===== config.mk =====
export PLATFORM = sky130hd
export DESIGN_NAME = keypad_token_parser_flat
export DESIGN_NICKNAME = d
export VERILOG_FILES = /design/src/rtl/keypad_token_parser_pkg.sv /design/src/rtl/keypad_token_parser_if.sv /design/src/rtl/keypad_token_parser.sv /design/src/flat_wrapper.sv
export SDC_FILE = /design/constraint.sdc
export NUM_CORES = 1
export LEC_CHECK = 0
export ABC_AREA = 1
export CAP_MARGIN = 20
export CORE_MARGIN = 10
export CORE_UTILIZATION = 56
export CTS_CLUSTER_DIAMETER = 30
export DETAILED_ROUTE_END_ITERATION = 16
export PLACE_DENSITY = 0.79
export SKIP_LAST_GASP = 1
export SLEW_MARGIN = 40
export SYNTH_ARGS = -nofsm -noshare
export SYNTH_HDL_FRONTEND = slang
export SYNTH_SLANG_ARGS = --single-unit

===== constraint.sdc =====
create_clock -name clk -period 2.1 [get_ports clk]
set_input_delay 0.21 -clock clk [delete_from_list [all_inputs] [get_ports clk]]
set_output_delay 0.21 -clock clk [all_outputs]
set_load 0.01 [all_outputs]

===== src/rtl/keypad_token_parser_pkg.sv =====
// Shared key codes, token encodings and parser state enumeration.
// Imported by the keypad token parser and its interface.
package keypad_pkg;

    localparam logic [3:0] KEY_D0 = 4'd0;
    localparam logic [3:0] KEY_D9 = 4'd9;
    localparam logic [3:0] KEY_S  = 4'd10;
    localparam logic [3:0] KEY_M  = 4'd11;
    localparam logic [3:0] KEY_K  = 4'd15;

    localparam logic [1:0] TOK_ID   = 2'd0;
    localparam logic [1:0] TOK_PIN  = 2'd1;
    localparam logic [1:0] TOK_MENU = 2'd2;
    localparam logic [1:0] TOK_ERR  = 2'd3;

    typedef enum logic [1:0] {
        ST_IDLE   = 2'd0,
        ST_FRAME  = 2'd1,
        ST_PINDIR = 2'd2
    } state_e;

    function automatic logic is_digit(input logic [3:0] k);
        return k <= KEY_D9;
    endfunction

endpackage


===== src/rtl/keypad_token_parser_if.sv =====
// Keypad code stream in, token strobe and payload out.
// slave = parser side, master = keypad/controller side.
interface keypad_token_parser_if;

    logic [3:0]  key_in;
    logic        tok_valid;
    logic [1:0]  tok_type;
    logic [15:0] tok_data;

    modport slave (
        input  key_in,
        output tok_valid,
        output tok_type,
        output tok_data
    );

    modport master (
        output key_in,
        input  tok_valid,
        input  tok_type,
        input  tok_data
    );

endinterface


===== src/rtl/keypad_token_parser.sv =====
// Frames keypad digits between S/M delimiters and emits
// one-cycle ID/PIN/MENU/ERR tokens with a BCD payload.
module keypad_token_parser
    import keypad_pkg::*;
#(
    parameter int TIMEOUT = 16
) (
    input  logic                  clk,
    input  logic                  rst,
    keypad_token_parser_if.slave  bus
);

    localparam int TW = $clog2(TIMEOUT + 1);

    state_e        state_q, state_d;
    logic [2:0]    cnt_q, cnt_d;
    logic [15:0]   sr_q, sr_d;
    logic [TW-1:0] tmo_q, tmo_d;
    logic          tok_valid_q, tok_valid_d;
    logic [1:0]    tok_type_q, tok_type_d;
    logic [15:0]   tok_data_q, tok_data_d;

    logic [3:0]    key;
    logic          k_dig, k_s, k_m, k_k;
    logic          emit;
    logic [1:0]    emit_type;
    logic [15:0]   emit_data;
    logic          in_frame;

    assign key   = bus.key_in;
    assign k_dig = is_digit(key);
    assign k_s   = (key == KEY_S);
    assign k_m   = (key == KEY_M);
    assign k_k   = (key == KEY_K);

    // Next-state, framing and token selection for the sampled key.
    always_comb begin
        state_d    = state_q;
        cnt_d      = cnt_q;
        sr_d       = sr_q;
        tmo_d      = tmo_q;
        emit       = 1'b0;
        emit_type  = TOK_ERR;
        emit_data  = 16'h0000;
        in_frame   = (state_q == ST_FRAME);
        unique case (state_q)
            ST_IDLE: begin
                tmo_d = '0;
                unique case (1'b1)
                    k_k, k_dig: ;
                    k_s: begin
                        state_d = ST_FRAME;
                        cnt_d   = 3'd0;
                        sr_d    = 16'h0000;
                    end
                    k_m: begin
                        emit      = 1'b1;
                        emit_type = TOK_MENU;
                    end
                    default: emit = 1'b1;
                endcase
            end
            default: begin
                unique case (1'b1)
                    k_k: begin
                        // Abort a frame left open with no keystrokes.
                        if (tmo_q == TW'(TIMEOUT - 1)) begin
                            emit    = 1'b1;
                            state_d = ST_IDLE;
                            tmo_d   = '0;
                        end else begin
                            tmo_d = tmo_q + 1'b1;
                        end
                    end
                    k_dig: begin
                        tmo_d = '0;
                        if (cnt_q == 3'd4) begin
                            emit    = 1'b1;
                            state_d = ST_IDLE;
                        end else begin
                            sr_d  = {sr_q[11:0], key};
                            cnt_d = cnt_q + 3'd1;
                        end
                    end
                    k_s: begin
                        tmo_d   = '0;
                        emit    = 1'b1;
                        state_d = ST_IDLE;
                        if (cnt_q == 3'd4) begin
                            emit_type = TOK_PIN;
                            emit_data = sr_q;
                        end else if (in_frame && cnt_q == 3'd3) begin
                            emit_type = TOK_ID;
                            emit_data = {4'h0, sr_q[11:0]};
                        end
                    end
                    k_m: begin
                        tmo_d = '0;
                        emit  = 1'b1;
                        if (in_frame && cnt_q == 3'd3) begin
                            emit_type = TOK_ID;
                            emit_data = {4'h0, sr_q[11:0]};
                            state_d   = ST_PINDIR;
                            cnt_d     = 3'd0;
                            sr_d      = 16'h0000;
                        end else begin
                            state_d = ST_IDLE;
                        end
                    end
                    default: begin
                        tmo_d   = '0;
                        emit    = 1'b1;
                        state_d = ST_IDLE;
                    end
                endcase
            end
        endcase
        tok_valid_d = emit;
        tok_type_d  = emit ? emit_type : tok_type_q;
        tok_data_d  = emit ? emit_data : tok_data_q;
    end

    // State, framing registers and registered token outputs.
    always_ff @(posedge clk or posedge rst) begin
        if (rst) begin
            state_q     <= ST_IDLE;
            cnt_q       <= 3'd0;
            sr_q        <= 16'h0000;
            tmo_q       <= '0;
            tok_valid_q <= 1'b0;
            tok_type_q  <= 2'd0;
            tok_data_q  <= 16'h0000;
        end else begin
            state_q     <= state_d;
            cnt_q       <= cnt_d;
            sr_q        <= sr_d;
            tmo_q       <= tmo_d;
            tok_valid_q <= tok_valid_d;
            tok_type_q  <= tok_type_d;
            tok_data_q  <= tok_data_d;
        end
    end

    assign bus.tok_valid = tok_valid_q;
    assign bus.tok_type  = tok_type_q;
    assign bus.tok_data  = tok_data_q;

endmodule


===== src/flat_wrapper.sv =====
// flat-port wrapper written by rule: the top's interface ports become plain ports
module keypad_token_parser_flat import keypad_pkg::*;
#(
    parameter int TIMEOUT = 16
)
  (clk, rst, bus_key_in, bus_tok_valid, bus_tok_type, bus_tok_data);
  keypad_token_parser_if bus_i ();
  input  logic clk;
  input  logic rst;
  input wire logic [$bits(bus_i.key_in)-1:0] bus_key_in;
  output wire logic [$bits(bus_i.tok_valid)-1:0] bus_tok_valid;
  output wire logic [$bits(bus_i.tok_type)-1:0] bus_tok_type;
  output wire logic [$bits(bus_i.tok_data)-1:0] bus_tok_data;
  assign bus_i.key_in = bus_key_in;
  assign bus_tok_valid = bus_i.tok_valid;
  assign bus_tok_type = bus_i.tok_type;
  assign bus_tok_data = bus_i.tok_data;
  keypad_token_parser #(.TIMEOUT(TIMEOUT)) u_core (.clk(clk), .rst(rst), .bus(bus_i));
endmodule

==> run metrics <==
Synth Flop Type=dfrtp_1; top cell type's share of synthesized area=between 40% and 50%; unrepaired setup endpoints after global routing=false; wire length per cell=around 14 um; Worst VDD drop=roughly 0.36 mV; synth unique cells=29; Crit Path Category=reg2reg; Max Clock Skew=between 7 and 8 ps; die area=7410 um2; Post-synth EDFFs=0; crit path DAT=1920 ps; layout cells sized above 1=around a fifth; Synth area leaders=dfrtp_1, nand2_1, nand3_1, nor2_1, nand3_2; post-synth top area cell=dfrtp_1; dpl hpwl=3710 um; Slew Viols, Final=0; Clock Tree Buf Depth=2; DRT antenna net count=0; Post-synth ARST share=100%; Setup violations, final=0; number of global-route vias before repair=between 1,500 and 2,000; TritonCTS clock tree=done; CP most frequent cell=nand2_1; hold_buf cts=0; syn_nets=~290; pwr dens=between 500 and 600 nW/um2; area grow syn2layout=15.1%; Maximum Capacitance Violations=0; Starting DRT DRC Count=roughly 210; overall routing resource usage=approximately 15%; initial antenna violation count=0; Synth Instances=282; CP startpoint=u_core.cnt_q[0]; Util after Layout=68.4%; LEAKAGE=between 0.001 and 0.0015 uW; vias per std cell=between 5 and 6; Critical Path RT=between 2000 and 2500 ps; Clock transition at path regs=roughly 90 ps; cell chain of the critical path=ha_1 -> ha_1 -> nand2_1 -> nor2_1 -> nand2_1 -> a21oi_2 -> buf_4 -> nand2_1 -> nand2_1 -> nand2_1; port bufs=24; Clock Root Buffer=clkbuf_8; first-pass GRT wire length=slightly below 9000 um; DR DRC count=0; grt total ovfl=0; Hold Fails Final Rpt=0; Final Critical Period=1730 ps; worst flop-to-flop path startpoint=u_core.cnt_q[0]; Cell Rows=23; most numerous cell in the Yosys netlist=nand2_1; register area share after synthesis=46.1%; Antenna Cells=0; H-tree level count=2; FF+latch area=1130 um2; Buffers & Inverters on Critical Path=1; #FFs+latches synth=45; multi-input logic area=around 1100 um2; TNS Setup=0 ps; Yosys warning total=0; Die Wd=roughly 86 um; Num CTS Buffers=5; TritonCTS Sinks=45; Starting Density=between 50% and 60%; Avg Cell Area, Syn=8.67 um2; largest net degree at the start of global routing=26; HP Class=in2async; fmax=~580 MHz; commonest cells in the netlist=nand2_1, dfrtp_1, nand3_1, nor2_1, nand2_2; Max-slew headroom=between 60 and 70%; Finished Cell Area=approximately 2800 um2; GPL Wtd Cong=0.876; Final Cycle Share=between 80% and 90%; dpl cell area=about 2700 um2; CP Capture Type=flip-flop; DR vias=about 1,900; Slew @ Worst Pin=around 470 ps; core area=slightly above 4000 um2; clock latency at the later pin of the worst-skew pair=about 310 ps; CP startpoint kind=flip-flop; Nets=approximately 320; Top Ports=25; crit-path max FO=13; DR pass1 iterations=4; cell family with the largest share of critical-path delay=simple AND/OR/NAND/NOR gates; Crit path largest cell delay=around 420 ps; status=complete, no violations; Crit-path slowest cell=dfrtp_1; cell area after synthesis=2440 um2; Die H=roughly 86 um; final wirelength=4950 um; CTS resizes=0; post-CTS setup buffers=0; Fill cells=~320
## flip-flops by register name (all words and copies together) (netlist names)
name / count
u_core.tmo_q: 5
u_core.sr_q: 16
u_core.bus.tok_data: 16
u_core.state_q: 2
u_core.cnt_q: 3
u_core.bus.tok_valid: 1
u_core.bus.tok_type: 2
## per-layer routing
metal	GRT usage (%)	share of wire [%]	routed length, um
met1	19.1	47	2340
met2	21.6	44	2180
met3	4.16	7.1	351
met4	6.29	1.7	86
met5	0	0	0
## cell usage in the layout (no fill, tap or decap), types with 3 or more instances in the layout
cell / synthesis / layout
nand2_1: 83 / 83
dfrtp_1: 45 / 45
nand3_1: 30 / 30
nor2_1: 30 / 30
clkdlybuf4s50_1: 0 / 24
nand2_2: 17 / 17
nand4_1: 13 / 13
nand3_2: 11 / 11
inv_1: 11 / 10
clkbuf_8: 0 / 5
buf_4: 5 / 5
nand2_4: 4 / 4
inv_2: 3 / 4
ha_1: 4 / 4
inv_4: 3 / 3
## final cells by class
| type | count | area share, % |
|---|---|---|
| Clock buffer | 5 | 2.44 |
| Clock inverter | 3 | 0.756 |
| Inverter | 17 | 2.53 |
| Multi-Input combinational cell | 209 | 40.8 |
| Sequential cell | 45 | 40.0 |
| Tap cell | 50 | 2.22 |
| Timing Repair Buffer | 31 | 11.3 |
## power breakdown
part | switching, uW | internal [uW] | total [uW]
sequential | 20.3 | 889 | 909
clock | 317 | 236 | 554
combinational | 128 | 73.0 | 201
total | 466 | 1200 | 1660
## cell families (layout without fill, tap and decap cells)
family	count (synthesis)	count (layout)	share of synthesized area (%)
AO/OA/AOI/OAI	7	7	1.74
XOR/XNOR	2	2	0.717
adder cells (fa/ha/maj)	4	4	2.05
buffers and inverters	28	56	7.01
flip-flops	45	45	46.1
AND/OR/NAND/NOR	196	196	42.4
## final timing paths
| check | cells after the start | slack, ps | end |
|---|---|---|---|
| min in group clk | 1 | 470 | u_core.tmo_q[0] |
| hold reg to reg | 1 | 470 | u_core.tmo_q[0] |
| setup / recovery | 10 | 370 | u_core.bus.tok_type[1] |
| hold / removal | 2 | 220 | u_core.bus.tok_type[0] |
| max in group asynchronous | 3 | 1410 | u_core.state_q[1] |
| setup reg to reg | 10 | 370 | u_core.bus.tok_type[1] |
## per-stage QoR
step                power (uW)  setup slack, ps  hold slack (ps)  cells
floorplan                 1070              586              392    282
global placement          1120              266              453    352
detailed placement        1130              229              459    352
CTS                       1680              366              262    360
global route              1750              204              265    360
finish                    1660              374              225    360
No activity file was read; power rests on OpenSTA's default activity.
